## src/rtl/muldiv_pkg.sv

```systemverilog
// Shared definitions for the RV32M multi-cycle multiply/divide sequencer.
package muldiv_pkg;

   localparam logic [2:0] OP_MUL    = 3'b000;
   localparam logic [2:0] OP_MULH   = 3'b001;
   localparam logic [2:0] OP_MULHSU = 3'b010;
   localparam logic [2:0] OP_MULHU  = 3'b011;
   localparam logic [2:0] OP_DIV    = 3'b100;
   localparam logic [2:0] OP_DIVU   = 3'b101;
   localparam logic [2:0] OP_REM    = 3'b110;
   localparam logic [2:0] OP_REMU   = 3'b111;

   typedef enum logic [1:0] {
      IDLE = 2'd0,
      CALC = 2'd1,
      FIX  = 2'd2,
      DONE = 2'd3
   } state_t;

   function automatic logic is_div(input logic [2:0] op);
      return op[2];
   endfunction

   function automatic logic a_signed(input logic [2:0] op);
      return (op != OP_MULHU) && (op != OP_DIVU) && (op != OP_REMU);
   endfunction

   function automatic logic b_signed(input logic [2:0] op);
      return a_signed(op) && (op != OP_MULHSU);
   endfunction

   // Result comes from the upper half for MULH* and REM*, lower half otherwise
   function automatic logic result_hi(input logic [2:0] op);
      return is_div(op) ? op[1] : (op[1:0] != 2'b00);
   endfunction

endpackage

```

## src/rtl/muldiv_signfix.sv

```systemverilog
// Combinational conditional two's-complement negate (abs when neg = sign bit).
module muldiv_signfix #(
   parameter int unsigned W = 32
) (
   input  logic [W-1:0] val,
   input  logic         neg,
   output logic [W-1:0] out_c
);

   assign out_c = neg ? (~val + W'(1)) : val;

endmodule

```

## src/rtl/muldiv_seq.sv

```systemverilog
// Iterative RV32M MUL/DIV/REM sequencer: shift-add multiply, restoring divide.
// Optional MULDIV_ZERO_SKIP_EN: multiplies with a zero operand finish without CALC/FIX.
module muldiv_seq
   import muldiv_pkg::*;
#(
   parameter int unsigned XLEN = 32
) (
   input  logic            clk,
   input  logic            reset_n,
   input  logic            flush,
   input  logic            in_valid,
   output logic            in_ready,
   input  logic [2:0]      op,
   input  logic [XLEN-1:0] a,
   input  logic [XLEN-1:0] b,
   output logic            out_valid,
   input  logic            out_ready,
   output logic [XLEN-1:0] result
);

   localparam int unsigned CW = $clog2(XLEN);
   localparam int unsigned PW = 2 * XLEN;

   state_t          state_q, state_d;
   logic [CW-1:0]   cnt_q, cnt_d;
   logic [2:0]      op_q, op_d;
   logic            sa_q, sa_d, sb_q, sb_d;
   logic [PW-1:0]   prod_q, prod_d;
   logic [XLEN-1:0] mcand_q, mcand_d;
   logic            out_valid_q, out_valid_d;
   logic [XLEN-1:0] result_q, result_d;

   logic            sa_in_c, sb_in_c;
   logic [XLEN-1:0] abs_a_c, abs_b_c, quo_fix_c, rem_fix_c;
   logic [PW-1:0]   prod_fix_c, mul_next_c, div_next_c;
   logic [XLEN:0]   mul_sum_c, div_shift_c, div_diff_c;

   assign sa_in_c = a[XLEN-1] & a_signed(op);
   assign sb_in_c = b[XLEN-1] & b_signed(op);

   muldiv_signfix #(.W(XLEN)) u_abs_a (.val(a), .neg(sa_in_c), .out_c(abs_a_c));
   muldiv_signfix #(.W(XLEN)) u_abs_b (.val(b), .neg(sb_in_c), .out_c(abs_b_c));
   muldiv_signfix #(.W(PW))   u_fix_p (.val(prod_q), .neg(sa_q ^ sb_q), .out_c(prod_fix_c));
   muldiv_signfix #(.W(XLEN)) u_fix_q (.val(prod_q[XLEN-1:0]), .neg(sa_q ^ sb_q), .out_c(quo_fix_c));
   muldiv_signfix #(.W(XLEN)) u_fix_r (.val(prod_q[PW-1:XLEN]), .neg(sa_q), .out_c(rem_fix_c));

   // prod_q holds {acc, multiplier} for multiply and {remainder, dividend/quotient} for divide
   assign mul_sum_c   = {1'b0, prod_q[PW-1:XLEN]} + (prod_q[0] ? {1'b0, mcand_q} : '0);
   assign mul_next_c  = {mul_sum_c, prod_q[XLEN-1:1]};
   assign div_shift_c = {prod_q[PW-1:XLEN], prod_q[XLEN-1]};
   assign div_diff_c  = div_shift_c - {1'b0, mcand_q};
   assign div_next_c  = div_diff_c[XLEN]
                      ? {div_shift_c[XLEN-1:0], prod_q[XLEN-2:0], 1'b0}
                      : {div_diff_c[XLEN-1:0],  prod_q[XLEN-2:0], 1'b1};

   always_comb begin
      state_d     = state_q;
      cnt_d       = cnt_q;
      op_d        = op_q;
      sa_d        = sa_q;
      sb_d        = sb_q;
      prod_d      = prod_q;
      mcand_d     = mcand_q;
      out_valid_d = out_valid_q;
      result_d    = result_q;

      case (state_q)
         IDLE: begin
            if (in_valid && !flush) begin
               op_d  = op;
               sa_d  = sa_in_c;
               sb_d  = sb_in_c;
               cnt_d = '0;
               if (is_div(op)) begin
                  if (b == '0) begin
                     prod_d  = {a, {XLEN{1'b1}}};
                     state_d = DONE;
                  end else begin
                     prod_d  = {{XLEN{1'b0}}, abs_a_c};
                     mcand_d = abs_b_c;
                     state_d = CALC;
                  end
               end else begin
                  prod_d  = {{XLEN{1'b0}}, abs_b_c};
                  mcand_d = abs_a_c;
                  state_d = CALC;
`ifdef MULDIV_ZERO_SKIP_EN
                  if (a == '0 || b == '0) begin
                     prod_d  = '0;
                     state_d = DONE;
                  end
`endif
               end
            end
         end
         CALC: begin
            prod_d = is_div(op_q) ? div_next_c : mul_next_c;
            cnt_d  = cnt_q + CW'(1);
            if (cnt_q == CW'(XLEN - 1)) begin
               cnt_d   = '0;
               state_d = FIX;
            end
         end
         FIX: begin
            prod_d  = is_div(op_q) ? {rem_fix_c, quo_fix_c} : prod_fix_c;
            state_d = DONE;
         end
         DONE: begin
            // First DONE cycle registers the result; afterwards wait for the consumer
            if (!out_valid_q) begin
               out_valid_d = 1'b1;
               result_d    = result_hi(op_q) ? prod_q[PW-1:XLEN] : prod_q[XLEN-1:0];
            end else if (out_ready) begin
               out_valid_d = 1'b0;
               state_d     = IDLE;
            end
         end
         default: state_d = IDLE;
      endcase

      if (flush) begin
         state_d     = IDLE;
         cnt_d       = '0;
         out_valid_d = 1'b0;
      end
   end

   always_ff @(posedge clk or negedge reset_n) begin
      if (!reset_n) begin
         state_q     <= IDLE;
         cnt_q       <= '0;
         op_q        <= '0;
         sa_q        <= 1'b0;
         sb_q        <= 1'b0;
         prod_q      <= '0;
         mcand_q     <= '0;
         out_valid_q <= 1'b0;
         result_q    <= '0;
      end else begin
         state_q     <= state_d;
         cnt_q       <= cnt_d;
         op_q        <= op_d;
         sa_q        <= sa_d;
         sb_q        <= sb_d;
         prod_q      <= prod_d;
         mcand_q     <= mcand_d;
         out_valid_q <= out_valid_d;
         result_q    <= result_d;
      end
   end

   assign in_ready  = (state_q == IDLE);
   assign out_valid = out_valid_q;
   assign result    = result_q;

endmodule

```

## config.mk

```make
export PLATFORM = sky130hd
export DESIGN_NAME = muldiv_seq
export DESIGN_NICKNAME = d
export VERILOG_FILES = /design/src/rtl/muldiv_pkg.sv /design/src/rtl/muldiv_signfix.sv /design/src/rtl/muldiv_seq.sv
export SDC_FILE = /design/constraint.sdc
export NUM_CORES = 1
export LEC_CHECK = 0
export CAP_MARGIN = 10
export CORE_MARGIN = 4
export CORE_UTILIZATION = 45
export DETAILED_ROUTE_END_ITERATION = 6
export PLACE_DENSITY = 0.69
export SYNTH_ARGS = -nofsm -noshare
export SYNTH_HDL_FRONTEND = slang
export SYNTH_SLANG_ARGS = --single-unit
```

## constraint.sdc

```tcl
create_clock -name clk -period 9.8 [get_ports clk]
set_input_delay 1.47 -clock clk [delete_from_list [all_inputs] [get_ports clk]]
set_output_delay 1.47 -clock clk [all_outputs]
set_load 0.05 [all_outputs]
```

==> metrics, run 1 <==
timing-limited maximum frequency approximately 200 MHz; cell count after placement 2441; setup TNS 0 ns; commonest non-fill, non-tap cell in the layout sky130_fd_sc_hd__nand2_1; count of cells along the worst hold path 2; Static Leakage a little over 7 nW; detailed placement HPWL between 40 and 50 mm; number of antenna violations at the first check in global routing 0; Total Routed Length approximately 58 mm; Register-to-Register Path Depth 14; Net count, final approximately 2200; clock tree from TritonCTS yes; largest fanout of any net on the critical path 27; number of violations of the max-capacitance limit 0; setup repair bufs after CTS 0; Period minus WS final 5.03 ns; Layout area overhead 12.9%; average instance area after synthesis roughly 7.4 um2; final RePlAce weighted congestion 0.984; category of the critical setup timing path reg2reg; number of sinks on the clock net ~140; DRC 9; Power Total ~6.2 mW; sum of overflow across all layers after global routing 0; antenna violation net count after detailed routing 0; post-DR wirelength/cell about 24 um; count of yosys warnings during synthesis 0; detailed-router iteration count before antenna repair 7; sequential fraction of the synthesis area approximately a quarter; Tightest Hold Check Type reg2reg; XOR/XNOR share of the synthesized area under 10%; share of the synthesized area in compound gates (AO/OA/AOI/OAI) about 28%; final core utilization between 50% and 60%; die height 189 um; Antenna diodes 0; count of flip-flops with a built-in enable after synthesis 0; final worst-path cycle share 51.4%; final-layout worst hold slack 0.480 ns; placement-stage worst setup slack 4.48 ns; outcome complete, but fails checks; simple-gate share of the synthesized area 21.7%; fraction of layout cells with a size suffix above 1 under 10%; gate count of the mapped netlist 2003; dominant combinational cell family by area after synthesis compound AO/OA/AOI/OAI gates; post-cts gate resize count 0; port bufs 105; Top Ports approximately 110; net count after synthesis 2151; power density cells between 300 and 400 nW/um2; clock latency at the later pin of the worst-skew pair 0.44 ns; slew of the pin with the lowest slew margin 1.24 ns; mux contribution to synthesized area 7.69%; drt first-iter violations 2084; global-route wire length before repair just under 90 mm; root cell of the clock tree sky130_fd_sc_hd__clkbuf_16; cell area after synthesis 14800 um2; dominant cell type by count on the critical path sky130_fd_sc_hd__a21oi_1; Clock Tree Buf Depth 2; vias in the first global route around 15000; width of the die ~190 um; final slew viol count 0; most frequent cells in the layout 242 x sky130_fd_sc_hd__nand2_1, 199 x sky130_fd_sc_hd__o21ai_0, 195 x sky130_fd_sc_hd__nor2_1; setup slack after layout 4.77 ns; Worst Setup Start Kind flop; most common flop cell mapped by yosys sky130_fd_sc_hd__dfrtp_1; hold violation total from the final report 0; Slew Limit Headroom between 10% and 20%; number of vias in the routed layout about 16000; post-synthesis sequential element count 141; Initial Utilization between 40% and 50%; post-synthesis adder-cell area fraction 6.52%; fin cells 2473; stage delay of the slowest cell on the critical path 1.00 ns; standard cell with the maximum stage delay on the critical path sky130_fd_sc_hd__nor2_1; data required time of the critical path between 10 and 15 ns; number of buffers inserted by hold repair at cts 0; post-DR vias/cell 6.54; Worst Path Arrival ~5.4 ns; number of clock buffers inserted by TritonCTS 17; Cell Chain, Critical Path inv_1 > ha_1 > fa_1 > nand2b_1 > a21oi_1 > o21ai_2 > o21ai_1 > a21oi_1 > o31a_2 > mux2i_2 > buf_4 > nor2_1 > mux2_2 > a211o_1; clock transition at the registers of the reported paths 0.07 ns; standard cell core area roughly 33000 um2; largest net degree at the start of global routing 90; number of unique standard cell types used by synthesis 78; Max rail drop VDD approximately 0.27 mV; DIE AREA between 30000 and 40000 um2; number of rows in the core area between 60 and 70; element type at the critical path end flop; DP Area ~16000 um2; clock skew 0.0142 ns; # setup viols final 0; total routing resource utilization after global routing a little under a third; H-tree level count 4; share of synthesized flip-flops with an asynchronous set or reset between 90% and 100%; setup repair after global routing missed its margin no; final standard cell area without fillers between 15000 and 20000 um2; violated checks DRC
==> synthesized netlist by cell type, types with 9 or more instances <==
cell / count / area, um2
sky130_fd_sc_hd__a211o_1: 15 / 131
sky130_fd_sc_hd__a211oi_1: 19 / 143
sky130_fd_sc_hd__a21o_1: 41 / 308
sky130_fd_sc_hd__a21oi_1: 194 / 971
sky130_fd_sc_hd__a31oi_1: 19 / 119
sky130_fd_sc_hd__and2_1: 10 / 62.6
sky130_fd_sc_hd__and3_1: 15 / 93.8
sky130_fd_sc_hd__buf_1: 9 / 33.8
sky130_fd_sc_hd__clkbuf_1: 112 / 420
sky130_fd_sc_hd__dfrtp_1: 141 / 3530
sky130_fd_sc_hd__ha_1: 74 / 926
sky130_fd_sc_hd__inv_1: 66 / 248
sky130_fd_sc_hd__mux2_2: 39 / 439
sky130_fd_sc_hd__mux2i_1: 70 / 701
sky130_fd_sc_hd__nand2_1: 242 / 908
sky130_fd_sc_hd__nand2b_1: 19 / 119
sky130_fd_sc_hd__nand3_1: 26 / 130
sky130_fd_sc_hd__nand4_1: 10 / 62.6
sky130_fd_sc_hd__nor2_1: 195 / 732
sky130_fd_sc_hd__nor3_1: 70 / 350
sky130_fd_sc_hd__nor4_1: 24 / 150
sky130_fd_sc_hd__o211ai_1: 17 / 128
sky130_fd_sc_hd__o21a_1: 10 / 75.1
sky130_fd_sc_hd__o21ai_0: 199 / 996
sky130_fd_sc_hd__o21ai_1: 18 / 90.1
sky130_fd_sc_hd__o311ai_0: 12 / 105
sky130_fd_sc_hd__o31ai_1: 27 / 203
sky130_fd_sc_hd__o41ai_1: 13 / 114
sky130_fd_sc_hd__or3_1: 20 / 125
sky130_fd_sc_hd__or4_1: 11 / 82.6
sky130_fd_sc_hd__xnor2_1: 55 / 482
sky130_fd_sc_hd__xor2_1: 64 / 561
==> final cells by class <==
class                           instances  area (um2)
Fill cell                            3220       15800
Multi-Input combinational cell       1666       10600
Sequential cell                       141        3530
Timing Repair Buffer                  125        1200
Tap cell                              442         553
Clock buffer                           17         425
Inverter                               67         251
Clock inverter                         15         195
==> registers in the layout, indices dropped and copies added, names as in the netlist <==
register,flops
out_valid,1
sb_q,1
result,32
mcand_q,32
op_q,3
cnt_q,5
sa_q,1
prod_q,64
state_q,2
==> per-layer routing <==
metal  GRT usage, %  wire, um
met1           42.1     23300
met5              0         0
met2           47.3     24800
met4           16.3      3800
met3           6.27      6410
==> where the power goes <==
| part | leakage, nW | internal, mW | switching, mW |
|---|---|---|---|
| combinational | 4.94 | 1.48 | 2.71 |
| sequential | 1.81 | 0.826 | 0.471 |
| clock | 0.301 | 0.390 | 0.313 |
==> path summary, 6_finish.rpt <==
check	start	slack, ns	end
max in group asynchronous	reset_n	7.33	mcand_q[12]
min in group asynchronous	reset_n	1.12	result[19]
worst max register to register	prod_q[31]	4.77	prod_q[62]
worst max-delay path	prod_q[31]	4.77	prod_q[62]
worst min-delay path	result[10]	0.48	result[10]
worst min register to register	result[10]	0.48	result[10]
==> worst max-delay path: cells and delay by family (launching register included) <==
family | cells | cell delay (ns)
compound gates | 6 | 1.58
fa+ha+maj | 2 | 0.68
mux | 2 | 0.59
buf+inv | 2 | 0.37
simple gates | 2 | 1.22
flops | 1 | 0.48
==> logic make-up after synthesis <==
family,count (synthesis)
xor+xnor,119
mux,109
simple gates,689
flops,141
buf+inv,196
compound gates,673
fa+ha+maj,76
(Power assumes the default switching activity.)
==> inputs of run 2 (changes only) <==
- PLACE_DENSITY: 0.69 -> 0.71
- clock period: 9.8 -> 4.1 ns (I/O delays scaled with it)
==> run 2 against run 1 <==
  * The flow still finishes with violations (DRC)
  * Highest routed layer unchanged
  * Clock power grew 130%
  * Flip-flop and latch count is the same
  * Count of clock-buffer cells in the layout unchanged
  * Via count rose by 2.8%
  * Largest power group unchanged
  * Critical path type unchanged
==> metrics, run 2 (synthesis gave the netlist of run 1 again) <==
outcome complete, but fails checks (unchanged); violated checks DRC (unchanged); sequential standard cell area 3530 um2 (unchanged); final worst-path cycle share 96.0% (was 51.4%); Worst Setup Start Kind flop (unchanged); final-layout worst hold slack 0.255 ns (was 0.480 ns); slew of the pin with the lowest slew margin 1.05 ns (was 1.24 ns); clock skew 0.0154 ns (was 0.0142 ns); number of rows in the core area 66 (unchanged); fillers 3116 (was 3220); width of the die 189 um (unchanged); Slew Limit Headroom 30.3% (was 15.5%); DIE AREA 35900 um2 (unchanged); Max rail drop VDD 0.567 mV (was 0.267 mV); root cell of the clock tree sky130_fd_sc_hd__clkbuf_16 (unchanged); stage delay of the slowest cell on the critical path 0.49 ns (was 1.00 ns); global-route wire length before repair 91.9 mm (was 87.9 mm); final RePlAce weighted congestion 1.03 (was 0.984); antenna violation net count after detailed routing 0 (unchanged); number of antenna violations at the first check in global routing 0 (unchanged); Tightest Hold Check Type in2async (was reg2reg); post-DR vias/cell 6.50 (was 6.54); Cell Chain, Critical Path inv_1 > buf_12 > nor2_1 > ha_1 > a21o_1 > a2111oi_2 > buf_4 > nor2_1 > a2111oi_0 > buf_4 > nor2_1 > a31oi_1 > xor2_1 > a211o_1 > o22ai_1 (was inv_1 > ha_1 > fa_1 > nand2b_1 > a21oi_1 > o21ai_2 > o21ai_1 > a21oi_1 > o31a_2 > mux2i_2 > buf_4 > nor2_1 > mux2_2 > a211o_1); RR Startpoint prod_q[0] (was prod_q[31]); standard cell with the maximum stage delay on the critical path sky130_fd_sc_hd__dfrtp_1 (was sky130_fd_sc_hd__nor2_1); clock tree from TritonCTS yes (unchanged); multi-input gate area in the final layout 10600 um2 (about the same); vias in the first global route 15500 (was 15000); largest net degree at the start of global routing 99 (was 90); Layout area overhead 17.4% (was 12.9%); endpoint of the lowest-slack register-to-register path prod_q[60] (was prod_q[62]); Static Leakage 7.47 nW (was 7.05 nW); power density cells 894 nW/um2 (was 370 nW/um2); port bufs 105 (unchanged); number of clock buffers inserted by TritonCTS 17 (unchanged); Period minus WS final 3.94 ns (was 5.03 ns); Clock Tree Buf Depth 2 (unchanged); hold violation total from the final report 0 (unchanged); # setup viols final 0 (unchanged); Register-to-Register Path Depth 15 (was 14); number of vias in the routed layout 16600 (was 16200); Initial Utilization 45.6% (unchanged); standard cell core area 32500 um2 (unchanged); most frequent cells in the layout 242 x sky130_fd_sc_hd__nand2_1, 199 x sky130_fd_sc_hd__o21ai_0, 195 x sky130_fd_sc_hd__nor2_1 (unchanged); Antenna diodes 0 (unchanged); clock latency at the later pin of the worst-skew pair 0.45 ns (was 0.44 ns); clock transition at the registers of the reported paths 0.08 ns (was 0.07 ns); data required time of the critical path 4.47 ns (was 10.12 ns); largest fanout of any net on the critical path 28 (was 27); commonest non-fill, non-tap cell in the layout sky130_fd_sc_hd__nand2_1 (unchanged); dominant cell type by count on the critical path sky130_fd_sc_hd__nor2_1 (was sky130_fd_sc_hd__a21oi_1); category of the critical setup timing path reg2reg (unchanged); DRC 3 (was 9); number of sinks on the clock net 141 (unchanged); Worst Path Arrival 4.30 ns (was 5.36 ns); Top Ports 106 (unchanged); sum of overflow across all layers after global routing 0 (unchanged); Total Routed Length 60.8 mm (was 58.2 mm); Most flops, register prod_q (unchanged); fraction of layout cells with a size suffix above 1 9.92% (was 6.11%); register-to-register path setup slack 0.16 ns (was 4.77 ns); end point of the critical path prod_q[60] (was prod_q[62]); setup repair after global routing missed its margin no (unchanged); H-tree level count 4 (unchanged); setup repair bufs after CTS 0 (unchanged); Net count, final 2251 (was 2166); drt first-iter violations 2370 (was 2084); number of violations of the max-capacitance limit 0 (unchanged); setup TNS 0 ns (unchanged); final slew viol count 0 (unchanged); detailed placement HPWL 46.6 mm (was 43.4 mm); timing-limited maximum frequency 254 MHz (was 199 MHz); post-DR wirelength/cell 23.8 um (was 23.6 um); total routing resource utilization after global routing 32.7% (was 31.2%); element type at the critical path end flop (unchanged); start point of the critical path prod_q[0] (was prod_q[31]); flip-flop count of the largest register after layout 64 (unchanged); detailed-router iteration count before antenna repair 7 (unchanged); die height 189 um (unchanged)
## run 2: cell types whose count changed in the layout (fill, tap and decap cells not counted), sizes merged
cell / change
clkinv: +2
inv: -3
buf: +85
clkinvlp: +2
bufinv: -1
## run 2: cell type report
type	instances	area share, %
multi-input combinational	1666	60.8
clock buffer	17	2.45
timing repair buffer	210	10.9
inverter	67	1.45
tap	442	3.18
clock inverter	15	0.906
sequential	141	20.3
## run 2: timing repair
| action | in CTS | in global routing |
|---|---|---|
| setup endpoints to repair | 0 | 6 |
| gates resized for setup | 0 | 2 |
| hold buffers | 0 | 0 |
## run 2: how the worst min path moves through the flow
| stage | depth (start not counted) | slack [ns] | startpoint | to |
|---|---|---|---|---|
| final | 1 | 0.25 | reset_n | result[17] |
| after global routing | 1 | 0.34 | reset_n | result[17] |
| after CTS | 1 | 0.32 | reset_n | result[17] |
| after detailed placement | 2 | 0.47 | result[29] | result[29] |
| after global placement | 2 | 0.46 | result[5] | result[5] |
| after floorplan | 0 | 0.32 | reset_n | cnt_q[0] |
## run 2: worst max-delay path: cells and delay by family (launching register included)
kind | cells | cell delay, ns
DFF | 1 | 0.49
and+or+nand+nor | 3 | 0.22
AOI/OAI and AO/OA | 6 | 1.79
buffers and inverters | 4 | 0.85
xor gates and xnor gates | 1 | 0.18
adders and majority gates | 1 | 0.31
## run 2: through the flow
stage	cells	setup WS [ns]	area [um2]	power [mW]	util, %
floorplan	2003	0.583	14800	9.63	-
global placement	2526	0.0330	16800	13.4	51.7
detailed placement	2526	0.106	16800	13.5	51.7
CTS	2558	0.0980	17400	15.2	53.4
global route	2558	0.0316	17400	16.4	53.5
finish	2558	0.164	17400	15.6	53.5
## run 2: report_power, final
part	internal, mW	switching (mW)
combinational	4.12	6.92
sequential	1.98	0.938
clock	0.857	0.740
## run 2: layer usage
metal / GRT usage [%] / wire [um]
met4: 17.2 / 3730
met3: 6.51 / 6420
met2: 48.9 / 25800
met5: 0 / 0
met1: 44.8 / 24900
